==> config.mk <==
export PLATFORM = sky130hd
export DESIGN_NAME = calc_sm_sequencer_flat
export DESIGN_NICKNAME = d
export VERILOG_FILES = /design/src/rtl/calc_sm_sequencer_if.sv /design/src/rtl/calc_sm_sequencer.sv /design/src/flat_wrapper.sv
export SDC_FILE = /design/constraint.sdc
export NUM_CORES = 1
export LEC_CHECK = 0
export ABC_CLOCK_PERIOD_IN_PS = 3000
export CORE_MARGIN = 2
export CORE_UTILIZATION = 40
export CTS_CLUSTER_DIAMETER = 100
export DETAILED_ROUTE_END_ITERATION = 8
export HOLD_SLACK_MARGIN = 0.06
export SLEW_MARGIN = 20
export SYNTH_ARGS = -nofsm -noshare
export SYNTH_HDL_FRONTEND = slang
export SYNTH_SLANG_ARGS = --single-unit
==> constraint.sdc <==
create_clock -name clk -period 3 [get_ports clk]
set_input_delay 0.6 -clock clk [delete_from_list [all_inputs] [get_ports clk]]
set_output_delay 0.6 -clock clk [all_outputs]
set_load 0.05 [all_outputs]
==> src/rtl/calc_sm_sequencer_if.sv <==
// Handshake and converter bus for the sign-magnitude add/subtract sequencer.
// The master side is the surrounding system: operand entry, result consumer
// and the shared sign-magnitude/two's-complement converter.
interface calc_sm_sequencer_if #(
    parameter int W = 8
);
    logic         in_valid;
    logic         in_ready;
    logic         op;
    logic [W-1:0] a_sm;
    logic [W-1:0] b_sm;
    logic [W-1:0] conv_in;
    logic [W-1:0] conv_out;
    logic         res_valid;
    logic         res_ready;
    logic [W-1:0] res_sm;
    logic         ovf;
    logic         busy;

    modport master (
        output in_valid, op, a_sm, b_sm, conv_out, res_ready,
        input  in_ready, conv_in, res_valid, res_sm, ovf, busy
    );

    modport slave (
        input  in_valid, op, a_sm, b_sm, conv_out, res_ready,
        output in_ready, conv_in, res_valid, res_sm, ovf, busy
    );
endinterface

==> src/rtl/calc_sm_sequencer.sv <==
// Sequences one sign-magnitude add/subtract. A single external converter is
// time-shared: operand A in, operand B in, result out. Results that have no
// sign-magnitude encoding (|s| > 2^(W-1)-1) saturate and raise ovf.
module calc_sm_sequencer #(
    parameter int W = 8
) (
    input  logic                 clk,
    input  logic                 rst_n,
    calc_sm_sequencer_if.slave   bus
);
    localparam logic [2:0] IDLE   = 3'd0;
    localparam logic [2:0] CONV_A = 3'd1;
    localparam logic [2:0] CONV_B = 3'd2;
    localparam logic [2:0] EXEC   = 3'd3;
    localparam logic [2:0] CONV_R = 3'd4;
    localparam logic [2:0] DONE   = 3'd5;

    // Sign-magnitude -0; the converter would turn it into -2^(W-1).
    localparam logic [W-1:0] NEG_ZERO = {1'b1, {(W-1){1'b0}}};
    // Largest magnitude representable in sign-magnitude, in adder width.
    localparam logic signed [W:0] SM_MAX = $signed({2'b00, {(W-1){1'b1}}});
    localparam logic signed [W:0] SM_MIN = -SM_MAX;

    logic [2:0]          state;
    logic [W-1:0]        a_q;
    logic [W-1:0]        b_q;
    logic                op_q;
    logic signed [W-1:0] ta;
    logic signed [W-1:0] tb;
    logic signed [W:0]   s_q;
    logic                ovf_q;
    logic [W-1:0]        res_q;

    logic [W-1:0]        a_norm;
    logic [W-1:0]        b_norm;
    logic signed [W:0]   s_next;
    logic                ovf_next;
    logic [W-1:0]        conv_in_c;

    assign a_norm = (a_q == NEG_ZERO) ? '0 : a_q;
    assign b_norm = (b_q == NEG_ZERO) ? '0 : b_q;

    // Adder/subtractor in W+1 bits so the true result and its range check are exact.
    always_comb begin
        if (op_q) begin
            s_next = (W+1)'(ta) - (W+1)'(tb);
        end else begin
            s_next = (W+1)'(ta) + (W+1)'(tb);
        end
        ovf_next = (s_next > SM_MAX) || (s_next < SM_MIN);
    end

    // Converter input select: one value per conversion phase, zero elsewhere.
    always_comb begin
        // NOTE: a default before the case keeps this purely combinational; a
        // path that leaves conv_in_c unassigned would infer a latch.
        conv_in_c = '0;
        case (state)
            CONV_A:  conv_in_c = a_norm;
            CONV_B:  conv_in_c = b_norm;
            CONV_R:  conv_in_c = ovf_q ? '0 : s_q[W-1:0];
            default: conv_in_c = '0;
        endcase
    end

    // Sequencer state and datapath registers.
    // NOTE: every register here, datapath included, is cleared by rst_n so an
    // aborted operation leaves nothing behind; there are no memories to exempt.
    always_ff @(posedge clk or negedge rst_n) begin
        if (!rst_n) begin
            state <= IDLE;
            a_q   <= '0;
            b_q   <= '0;
            op_q  <= 1'b0;
            ta    <= '0;
            tb    <= '0;
            s_q   <= '0;
            ovf_q <= 1'b0;
            res_q <= '0;
        end else begin
            // NOTE: non-blocking assignments so every register samples the
            // pre-edge values, independent of statement order.
            case (state)
                IDLE: begin
                    if (bus.in_valid) begin
                        a_q   <= bus.a_sm;
                        b_q   <= bus.b_sm;
                        op_q  <= bus.op;
                        state <= CONV_A;
                    end
                end
                CONV_A: begin
                    ta    <= bus.conv_out;
                    state <= CONV_B;
                end
                CONV_B: begin
                    tb    <= bus.conv_out;
                    state <= EXEC;
                end
                EXEC: begin
                    s_q   <= s_next;
                    ovf_q <= ovf_next;
                    state <= CONV_R;
                end
                CONV_R: begin
                    if (ovf_q) begin
                        res_q <= {s_q[W], {(W-1){1'b1}}};
                    end else begin
                        res_q <= bus.conv_out;
                    end
                    state <= DONE;
                end
                DONE: begin
                    if (bus.res_ready) begin
                        state <= IDLE;
                    end
                end
                default: state <= IDLE;
            endcase
        end
    end

    assign bus.in_ready  = (state == IDLE);
    assign bus.busy      = (state != IDLE);
    assign bus.res_valid = (state == DONE);
    assign bus.res_sm    = res_q;
    assign bus.ovf       = ovf_q;
    assign bus.conv_in   = conv_in_c;
endmodule

==> src/flat_wrapper.sv <==
// flat-port wrapper written by rule: the top's interface ports become plain ports
module calc_sm_sequencer_flat 
#(
    parameter int W = 8
)
  (clk, rst_n, bus_in_valid, bus_op, bus_a_sm, bus_b_sm, bus_conv_out, bus_res_ready, bus_in_ready, bus_conv_in, bus_res_valid, bus_res_sm, bus_ovf, bus_busy);
  calc_sm_sequencer_if #(.W(W)) bus_i ();
  input  logic clk;
  input  logic rst_n;
  input wire logic [$bits(bus_i.in_valid)-1:0] bus_in_valid;
  input wire logic [$bits(bus_i.op)-1:0] bus_op;
  input wire logic [$bits(bus_i.a_sm)-1:0] bus_a_sm;
  input wire logic [$bits(bus_i.b_sm)-1:0] bus_b_sm;
  input wire logic [$bits(bus_i.conv_out)-1:0] bus_conv_out;
  input wire logic [$bits(bus_i.res_ready)-1:0] bus_res_ready;
  output wire logic [$bits(bus_i.in_ready)-1:0] bus_in_ready;
  output wire logic [$bits(bus_i.conv_in)-1:0] bus_conv_in;
  output wire logic [$bits(bus_i.res_valid)-1:0] bus_res_valid;
  output wire logic [$bits(bus_i.res_sm)-1:0] bus_res_sm;
  output wire logic [$bits(bus_i.ovf)-1:0] bus_ovf;
  output wire logic [$bits(bus_i.busy)-1:0] bus_busy;
  assign bus_i.in_valid = bus_in_valid;
  assign bus_i.op = bus_op;
  assign bus_i.a_sm = bus_a_sm;
  assign bus_i.b_sm = bus_b_sm;
  assign bus_i.conv_out = bus_conv_out;
  assign bus_i.res_ready = bus_res_ready;
  assign bus_in_ready = bus_i.in_ready;
  assign bus_conv_in = bus_i.conv_in;
  assign bus_res_valid = bus_i.res_valid;
  assign bus_res_sm = bus_i.res_sm;
  assign bus_ovf = bus_i.ovf;
  assign bus_busy = bus_i.busy;
  calc_sm_sequencer #(.W(W)) u_core (.clk(clk), .rst_n(rst_n), .bus(bus_i));
endmodule
[After elaboration in Yosys (flattened, before gate mapping)]
Cells that the tools add are included.
Storage, ports and cells
  register bits after elaboration: 54
  input port bits: 29
Cells by class
  add/sub/neg operators: 2
  magnitude comparators: 2
  equal/unequal tests: 9
  multiplexer cells: 9
  reduce and logical (&&, ||, !) cells: 5
Operator list (number)
  two-way mux 8 bit: 4
  case mux 8 bit (3 select lines): 1
  case mux 3 bit (6 select lines): 1
  equality test 8 bit, second input constant: 2
  adder 8 x 8 -> 9 bit: 1
  > comparator 9 x 8 -> 1 bit, second input constant: 1
  less-than comparator 9 x 8 -> 1 bit, second input constant: 1
  two-way mux 9 bit: 1
  subtractor 8 x 8 -> 9 bit: 1
  equality test 3 x 2 -> 1 bit, second input constant: 2
  equality test 3 bit, second input constant: 2
  two-way mux 3 bit: 2
  inequality test 2 bit, second input constant: 2
  AND reduction 2 bit: 2
  equality test 3 x 1 -> 1 bit, second input constant: 1
  zero test 3 bit: 1
  nonzero test 3 bit: 1
  logical OR 1 bit: 1

[Longest topological paths before layout]
Gate-level depths: netlist (run 1).
  word-level depth: 4
  depth in mapped cells: 13

[Least setup slack after synthesis (run 1)]
No wires, ideal clock.
  path kind: register -> output
  from: register u_core.state[0]
  to: output port bus_conv_in[7]
  arrival: 2475 ps
  required time: 2400 ps
  setup slack: -75 ps
  stages on the path, launching flop included: 7
  path buffers: 3
  path through: dfrtp_1 clkbuf_1 nor3b_1 clkbuf_1 clkbuf_1 nand2_1 o21ai_0
On the way
  longest elaborated chain between the ends: 2
  elaborated cells between the ends (all ways): 4
  those cells by class: eq/ne (3); mux (1)
RTL lines
  from (decl): line calc_sm_sequencer.sv:24  | logic [2:0] state;
  from (signal assigned): line calc_sm_sequencer.sv:71  | state <= IDLE;
  from (signal assigned): line calc_sm_sequencer.sv:89  | state <= CONV_A;
  from (signal assigned): line calc_sm_sequencer.sv:94  | state <= CONV_B;
  equality test 3 bit, or another cell as far along: line calc_sm_sequencer.sv:58  | case (state)
  case mux 8 bit (3 select lines) *: line calc_sm_sequencer.sv:58
  to (decl): line flat_wrapper.sv:17  | output wire logic [$bits(bus_i.conv_in)-1:0] bus_conv_in;
Mark *: on every way between the ends. The rest lies on a longest branch, timed or not.

[Worst setup path in the final report (run 1)]
  from: register u_core.tb[1]
  to: register u_core.ovf_q (netlist: u_core.bus.ovf)
On the way
  longest elaborated chain between the ends: 4
  elaborated cells between the ends (all ways): 6
  those cells by class: add/sub (2); order compare (2); mux (1); reduce/logical (1)
RTL lines
  from (decl): line calc_sm_sequencer.sv:29  | logic signed [W-1:0] tb;
  from (signal assigned): line calc_sm_sequencer.sv:97  | tb <= bus.conv_out;
  adder 8 x 8 -> 9 bit / subtractor 8 x 8 -> 9 bit (equally long branches): line calc_sm_sequencer.sv:48, calc_sm_sequencer.sv:46
  two-way mux 9 bit *: line calc_sm_sequencer.sv:45  | if (op_q) begin
  > comparator 9 x 8 -> 1 bit / less-than comparator 9 x 8 -> 1 bit (equally long branches): line calc_sm_sequencer.sv:50  | ovf_next = (s_next > SM_MAX) || (s_next < SM_MIN);
  logical OR 1 bit *: line calc_sm_sequencer.sv:50
  to (signal assigned): line calc_sm_sequencer.sv:102  | ovf_q <= ovf_next;
  to (decl): line calc_sm_sequencer.sv:31  | logic ovf_q;
Marked as above.
A chain may end at the register's enable or synchronous reset.

==> results of run 1 <==
-- cells in the final DEF (no fill, tap or decap), types with 2 or more instances in the layout --
cell,count
nor2_1,23
a222oi_1,7
a31oi_1,2
o21ai_0,14
nand2_1,21
clkbuf_8,5
inv_2,2
nor3b_2,3
dfrtp_1,54
mux2_2,29
buf_4,10
clkdlybuf4s50_1,39
nor3_1,4
buf_12,9
a21oi_1,13
nand3b_1,2
ha_1,8
nor2b_1,3
inv_1,14
xor2_1,4
xnor2_1,9
nand3_1,3
nor4_1,2
-- logic make-up after synthesis --
kind of cell | Yosys count
muxes | 30
DFF | 54
xor gates and xnor gates | 14
and+or+nand+nor | 72
AOI/OAI and AO/OA | 48
adders and majority gates | 10
buffers and inverters | 31
-- final cells by class --
| class | instances | area [um^2] |
|---|---|---|
| flip-flops and latches | 54 | 1350 |
| inverters | 16 | 60.1 |
| multi-input cells | 174 | 1330 |
| fillers | 597 | 3130 |
| well taps | 80 | 100 |
| clock buffers | 6 | 72.6 |
| clock inverters | 2 | 13.8 |
| repair buffers | 60 | 662 |
-- through the flow --
stage	instances	setup TNS, ps	area (um^2)	worst slack, ps	util [%]
after global placement	378	0	3400	93.1	50.6
after floorplan	259	0	2740	257	-
final	392	0	3590	40.4	53.5
after global routing	392	-65.9	3590	-65.9	53.5
after detailed placement	378	-43.0	3400	-43.0	50.6
after CTS	386	0	3490	63.7	51.9
-- critical path: cells and delay by family, from the launching register on --
family / cells / cell delay (ps)
compound gates: 4 / 1010
xor+xnor: 2 / 300
buf+inv: 2 / 240
fa+ha+maj: 2 / 490
flops: 1 / 420
simple gates: 3 / 410
-- flip-flops by register name, summed over array words and instances (netlist names), 3 cells and up --
signal	count
u_core.ta	8
u_core.tb	8
u_core.a_q	8
u_core.s_q	9
u_core.b_q	8
u_core.bus.res_sm	8
u_core.state	3
-- metal layers --
layer | up-vias | global-route usage [%] | share of wire [%]
li1 | 1018 | - | -
met1 | 1012 | 23.3 | 47
met2 | 47 | 25.9 | 48
met3 | 5 | 3.33 | 4.2
met4 | 0 | 3.84 | 0.95
met5 | - | 0 | 0
-- worst paths after layout --
kind,from,end,slack (ps),depth (start not counted)
setup / recovery,u_core.tb[1]$_DFFE_PN0P_,u_core.bus.ovf$_DFFE_PN0N_,40,13
hold / removal,rst_n,u_core.bus.res_sm[5]$_DFFE_PN0N_,310,1
setup reg to reg,u_core.tb[1]$_DFFE_PN0P_,u_core.bus.ovf$_DFFE_PN0N_,40,13
hold reg to reg,u_core.s_q[5]$_DFFE_PN0N_,u_core.s_q[5]$_DFFE_PN0N_,500,2
max in group asynchronous,rst_n,u_core.ta[1]$_DFFE_PN0P_,2100,2
min in group clk,u_core.s_q[5]$_DFFE_PN0N_,u_core.s_q[5]$_DFFE_PN0N_,500,2
-- repair_timing --
item | in CTS | in global routing
pin swaps | 0 | 9
setup buffers | 0 | 6
resized for setup | 1 | 12
setup endpoints to repair | 1 | 1
==> results.md, run 1 <==
- Ant. Diodes: 0
- Vias: 2082
- Initial core utilization: 40.7%
- Nets: 350
- CTS buffer count: 5
- EDFF count, synth: 0
- Drt wl/cell: 15.1 um
- CTS tree: done
- Hold_buf cts: 0
- Post-synth top area cell: dfrtp_1
- PortBufs: 48
- Req. time, crit path: 3200 ps
- Post-synth cell types: 42
- P&R area growth vs syn: 31.4%
- Largest net degree at the start of global routing: 30
- CTS H-tree lvls: 2
- Synth Area per Inst: 10.6 um^2
- Fin crit share: 98.7%
- Mapped Area: 2740 um^2
- Syn_nets: 298
- Drt total wl: 5920 um
- Die area: 7520 um^2
- CP Max Fanout: 4
- Nature of the critical path endpoint: register
- FP Rows: 30
- Minimum clock period: 2960 ps
- Hold slack: 314 ps
- Via/cell ratio: 5.31
- Fmax: 0.338 GHz
- Slew HR: 54.6%
- # IOs: 49
- Initial antenna violation count: 0
- Final Max Slew Viols: 0
- Yosys reg bits: 54
- Status: finished clean
- CP max-delay cell: dfrtp_1
- Reg clk slew, reported paths: 100 ps
- Synth Area in XOR/XNOR: 4.48%
- First-pass GRT wire length: 9650 um
- DRT iter0 DRCs: 148
- Antenna viol nets, final: 0
- Vias in the first global route: 1987
- Clock Latency Late Sink: 310 ps
- Asr flop ratio synth: 100%
- CP Cell Sequence: inv_2 -> ha_4 -> nor3b_4 -> nor2_2 -> xnor2_1 -> ha_1 -> buf_6 -> o2111ai_4 -> nand3_2 -> o41a_1 -> xnor2_2 -> a311o_1 -> a22o_1
- Largest family of logic cells by synthesized area: simple AND/OR/NAND/NOR gates
- Root buffer cell: clkbuf_8
- Post-synthesis mux area share: 12.3%
- Clock sinks: 54
- Detailed-route DRC error count: 0
- Most common cell in the netlist: dfrtp_1
- Synth Area in Adders: 4.85%
- YS warnings: 0
- Gpl congestion: 0.848
- Worst Path Arrival: 3160 ps
- Synth cell count leaders: 54 x dfrtp_1, 29 x mux2_2, 24 x nor2_1
- Core Footprint: 6720 um^2
- Post-Synth Simple-Gate Area: 12.6%
- Startpoint types: register
- GRT overflow: 0
- DP HPWL: 4410 um
- Pre-antenna DRT Iters: 5
- Hold Violations, Final: 0
- Synth Area in Compound Gates: 11.9%
- Endpoints failing setup: 0
- Layout cells sized above 1: 22.8%
- Ys flop type: dfrtp_1
- Fin Clk Skew: 15.9 ps
- Die span in x: 86.7 um
- Max_cap viols: 0
- Gate Count Post-Synth: 259
- Synth top area share: 49.4%
- Worst hold path type: in -> async
- Slowest stage delay, CP: 420 ps
- Least-Margin Pin Slew: 682 ps
- Critical path class: reg -> reg
- Clk buf depth: 2
- Synth top area cells: dfrtp_1 49%, mux2_2 12%, ha_1 4.1%, nor2_1 3.3%, xnor2_1 3.2%
- Die Y-Extent: 86.7 um
- RSZ-0062 raised after global routing: true
- Seq/Total Area, Yosys: 49.4%
- Gr usage total: 16.4%
Power of run 1 is not shown: default switching activity piles up to over one toggle a cycle in this logic, so the estimate is an artifact.
==> run 2, diff against run 1 <==
--- a/config.mk
+++ b/config.mk
@@ -7,10 +7,11 @@
 export LEC_CHECK = 0
 export ABC_CLOCK_PERIOD_IN_PS = 3000
 export CORE_MARGIN = 2
-export CORE_UTILIZATION = 40
+export CORE_UTILIZATION = 52
 export CTS_CLUSTER_DIAMETER = 100
 export DETAILED_ROUTE_END_ITERATION = 8
 export HOLD_SLACK_MARGIN = 0.06
+export PLACE_DENSITY = 0.78
 export SLEW_MARGIN = 20
 export SYNTH_ARGS = -nofsm -noshare
 export SYNTH_HDL_FRONTEND = slang
==> run 2 against run 1 <==
Non-clock buffer count down 3. Critical path type unchanged. Core utilization up 15 points. Worst setup slack improved by 130 ps.
==> results.md, run 2 (synthesized netlist as in run 1, its figures left out) <==
- Drt total wl: 5680 um
- Final Max Slew Viols: 0
- Layout cells sized above 1: 20.4%
- Clock sinks: 54
- Most common cell after layout, fill and taps aside: dfrtp_1
- Multi-input gate area: 1290 um^2
- Initial core utilization: 53.6%
- Met1 usage: 28.6%
- Fin crit share: 94.3%
- CTS buffer count: 5
- Placed standard-cell area: 3390 um^2
- PortBufs: 48
- Startpoint types: register
- Crit. Startpoint: u_core.tb[0]$_DFFE_PN0P_
- Gpl congestion: 0.803
- DRT iter0 DRCs: 158
- P&R area growth vs syn: 28.2%
- Reg clk slew, reported paths: 90 ps
- Minimum clock period: 2830 ps
- Busiest grt layer: met2
- Die Y-Extent: 76.5 um
- Largest register FFs: 9
- Fmax: 0.353 GHz
- Reg area: 1350 um^2
- Drt wl/cell: 15.0 um
- Slew HR: 56.1%
- Worst Path Arrival: 3030 ps
- Max_cap viols: 0
- Hold Violations, Final: 0
- Largest net degree at the start of global routing: 31
- Worst hold path type: in -> async
- # fillers: 412
- Req. time, crit path: 3200 ps
- Worst R2R Start: u_core.tb[0]$_DFFE_PN0P_
- Root buffer cell: clkbuf_8
- Fin Clk Skew: 6.63 ps
- Met2 Use GR: 33.6%
- Most frequent cells in the layout: 54 x dfrtp_1, 39 x clkdlybuf4s50_1, 29 x mux2_2
- Top reg by flops: u_core.s_q
- Pre-antenna DRT Iters: 7
- Vias in the first global route: 2042
- Detailed-route DRC error count: 0
- CP Max Fanout: 3
- Core Footprint: 5110 um^2
- Met3 Usage GRT: 3.44%
- Via/cell ratio: 5.50
- CTS H-tree lvls: 2
- Die area: 5860 um^2
- Clock Latency Late Sink: 300 ps
- Finished Cell Area: 3510 um^2
- Nature of the critical path endpoint: register
- R2r setup slk: 170 ps
- # IOs: 49
- Initial antenna violation count: 0
- DP HPWL: 4270 um
- Die span in x: 76.5 um
- Ant. Diodes: 0
- Clk buf depth: 2
- Least-Margin Pin Slew: 656 ps
- CTS tree: done
- Gr usage total: 20.9%
- Nets: 347
- Endpoints failing setup: 0
- Antenna viol nets, final: 0
- First-pass GRT wire length: 9740 um
- Vias: 2085
- Setup_tns: 0 ps
- Status: finished clean
- Critical path class: reg -> reg
- FP Rows: 26
- GRT overflow: 0
run 2: area by class of cell:
type	instances	area share, %
Timing Repair Buffer	57	17.8
Multi-Input combinational cell	174	36.9
Clock inverter	1	0.143
Sequential cell	54	38.5
Tap cell	70	2.50
Clock buffer	7	2.46
Inverter	16	1.71
run 2: path summary, 6_finish.rpt:
kind	endpoint	cells past startpoint
worst max-delay path	u_core.bus.ovf$_DFFE_PN0N_	12
worst min-delay path	u_core.bus.res_sm[5]$_DFFE_PN0N_	2
worst max register to register	u_core.bus.ovf$_DFFE_PN0N_	12
worst min register to register	u_core.s_q[6]$_DFFE_PN0N_	2
max in group asynchronous	u_core.b_q[5]$_DFFE_PN0P_	2
min in group clk	u_core.s_q[6]$_DFFE_PN0N_	2
run 2: metal layers:
metal / routed length [um] / vias up
li1: - / 1013
met1: 2490 / 1013
met2: 2860 / 50
met3: 228 / 9
met4: 98 / 0
met5: 0 / -
run 2: timing repair:
item                       4_1_cts  5_1_grt
hold buffers                     0        0
gates resized for setup          0        4
setup endpoints to repair        0        1
setup buffers                    0        1
run 2: worst max-delay path: stages, from the launching register on:
cell and delay [ps]:
dfrtp_1 390, inv_1 70, ha_1 290, mux2_2 300
inv_1 70, ha_1 210, nor2b_1 150, o2111ai_1 170
nand3_1 120, o41a_1 350, xnor2_1 160, a311o_1 270
a22o_1 180
run 2: per-stage QoR:
step,setup WS [ps],util (%),hold slack [ps],cells
6_report,171,68.6,274,379
5_1_grt,-47.9,68.6,291,379
4_1_cts,89.6,68.1,283,378
3_5_place_dp,123,66.3,485,370
3_3_place_gp,186,66.3,474,370
2_1_floorplan,257,-,304,259
Power of run 2 is left out for the same reason.
==> run 3, diff against run 2 <==
--- a/config.mk
+++ b/config.mk
@@ -5,13 +5,13 @@
 export SDC_FILE = /design/constraint.sdc
 export NUM_CORES = 1
 export LEC_CHECK = 0
-export ABC_CLOCK_PERIOD_IN_PS = 3000
+export ABC_CLOCK_PERIOD_IN_PS = 2500
 export CORE_MARGIN = 2
-export CORE_UTILIZATION = 52
+export CORE_UTILIZATION = 47
 export CTS_CLUSTER_DIAMETER = 100
 export DETAILED_ROUTE_END_ITERATION = 8
 export HOLD_SLACK_MARGIN = 0.06
-export PLACE_DENSITY = 0.78
+export PLACE_DENSITY = 0.74
 export SLEW_MARGIN = 20
 export SYNTH_ARGS = -nofsm -noshare
 export SYNTH_HDL_FRONTEND = slang
==> constraint.sdc (replaced) <==
create_clock -name clk -period 2.5 [get_ports clk]
set_input_delay 0.5 -clock clk [delete_from_list [all_inputs] [get_ports clk]]
set_output_delay 0.5 -clock clk [all_outputs]
set_load 0.05 [all_outputs]
==> run 3 against run 2 <==
Cell count up 6.9%. Critical path depth grew 2. Routed wire length is 13% higher. The flow now finishes with violations (setup timing). Highest routed layer unchanged. Non-clock buffer count up 24. Worst setup slack worse by 510 ps. Critical endpoint unchanged. Clock skew rose by 4.9 ps. Via count up 7.3%.
==> results.md, run 3 (synthesized netlist as in run 1, its figures left out) <==
- Nets: 371
- Largest net degree at the start of global routing: 29
- # IOs: 49
- Hold_buf cts: 0
- Vias in the first global route: 2177
- Die Y-Extent: 80.3 um
- P&R area growth vs syn: 39.5%
- Minimum clock period: 2840 ps
- Failing checks: setup timing
- Hold slack: 203 ps
- Met2 Use GR: 34.2%
- Initial antenna violation count: 0
- Layout cells sized above 1: 31.2%
- Drt wl/cell: 15.8 um
- Met3 Usage GRT: 3.15%
- Fmax: 0.352 GHz
- Hold Violations, Final: 0
- Nature of the critical path endpoint: register
- Least-Margin Pin Slew: 701 ps
- Initial core utilization: 49.1%
- Max_cap viols: 0
- Detailed-route DRC error count: 0
- PortBufs: 48
- Core Footprint: 5570 um^2
- Final Max Slew Viols: 0
- Slew HR: 53.2%
- Largest register FFs: 9
- DRT iter0 DRCs: 143
- Die span in x: 80.3 um
- Antenna viol nets, final: 0
- Clk buf depth: 2
- Most common cell after layout, fill and taps aside: dfrtp_1
- Critical path class: reg -> reg
- Startpoint types: register
- FP Rows: 27
- DP HPWL: 4520 um
- Endpoints failing setup: 4
- Status: finished, violations left
- First-pass GRT wire length: 10000 um
- Fin Clk Skew: 11.5 ps
- CTS buffer count: 5
- Gr usage total: 19.9%
- RSZ-0062 raised after global routing: true
- Reg clk slew, reported paths: 100 ps
- CTS tree: done
- Met1 usage: 25.8%
- CP Max Fanout: 3
- Ant. Diodes: 0
- Clock sinks: 54
- Pre-antenna DRT Iters: 7
- Top reg by flops: u_core.s_q
- Clock Latency Late Sink: 310 ps
- Vias: 2237
- Die area: 6450 um^2
- Gpl congestion: 0.774
- Worst hold path type: in -> async
- GRT overflow: 0
- Worst Path Arrival: 3040 ps
- Req. time, crit path: 2700 ps
- Drt total wl: 6410 um
- Busiest grt layer: met2
- Root buffer cell: clkbuf_8
- CTS H-tree lvls: 2
- Fin crit share: 114%
- Via/cell ratio: 5.52
- # fillers: 406
- Most frequent cells in the layout: 51 x dfrtp_1, 37 x clkdlybuf4s50_1, 32 x buf_4
- Final WS setup: -339 ps
run 3: final timing paths:
check / from / slack, ps / end / cells after the start
setup / recovery: u_core.tb[0]$_DFFE_PN0P_ / -340 / u_core.bus.ovf$_DFFE_PN0N_ / 14
hold / removal: rst_n / 200 / u_core.tb[3]$_DFFE_PN0P_ / 1
setup reg to reg: u_core.tb[0]$_DFFE_PN0P_ / -340 / u_core.bus.ovf$_DFFE_PN0N_ / 14
hold reg to reg: u_core.s_q[1]$_DFFE_PN0N_ / 490 / u_core.s_q[1]$_DFFE_PN0N_ / 2
max in group asynchronous: rst_n / 1740 / u_core.s_q[4]$_DFFE_PN0N_ / 2
min in group clk: u_core.s_q[1]$_DFFE_PN0N_ / 490 / u_core.s_q[1]$_DFFE_PN0N_ / 2
run 3: repair_timing:
item,CTS,global route
pin swaps,3,3
buffers inserted,1,9
gates resized for setup,2,21
setup endpoints to repair,6,13
run 3: through the flow:
step | area [um^2] | setup slack (ps) | instances | util, % | TNS [ps]
finish | 3810 | -339 | 405 | 68.4 | -613
global route | 3810 | -483 | 405 | 68.4 | -1230
CTS | 3670 | -279 | 397 | 65.9 | -343
detailed placement | 3550 | -320 | 388 | 63.6 | -357
global placement | 3550 | -183 | 388 | 63.6 | -183
floorplan | 2760 | -113 | 259 | - | -214
run 3: cell type report:
type | instances | area [um^2] | area share [%]
clock inverters | 3 | 45.0 | 1.18
well taps | 72 | 90.1 | 2.36
flip-flops and latches | 54 | 1360 | 35.5
repair buffers | 81 | 820 | 21.5
clock buffers | 5 | 68.8 | 1.80
multi-input cells | 174 | 1370 | 36.0
inverters | 16 | 63.8 | 1.67
run 3: routing by layer:
layer | part of all wire, % | vias up
met2 | 53 | 55
met4 | 1.2 | 0
met1 | 41 | 1117
met3 | 4.2 | 7
met5 | 0 | -
li1 | - | 1058
run 3: worst max-delay path, cell delays in order (launching register included):
cell       delay (ps)
dfrtp_1           440
inv_2             100
ha_4              130
nor3b_4           200
nor2_1             70
xnor2_1           130
ha_1              320
buf_4             160
o2111ai_2          80
nand3_1           130
o41a_1            370
xnor2_2           190
buf_4             140
a21oi_1            50
a22o_1            220
Power of run 3 is left out for the same reason.
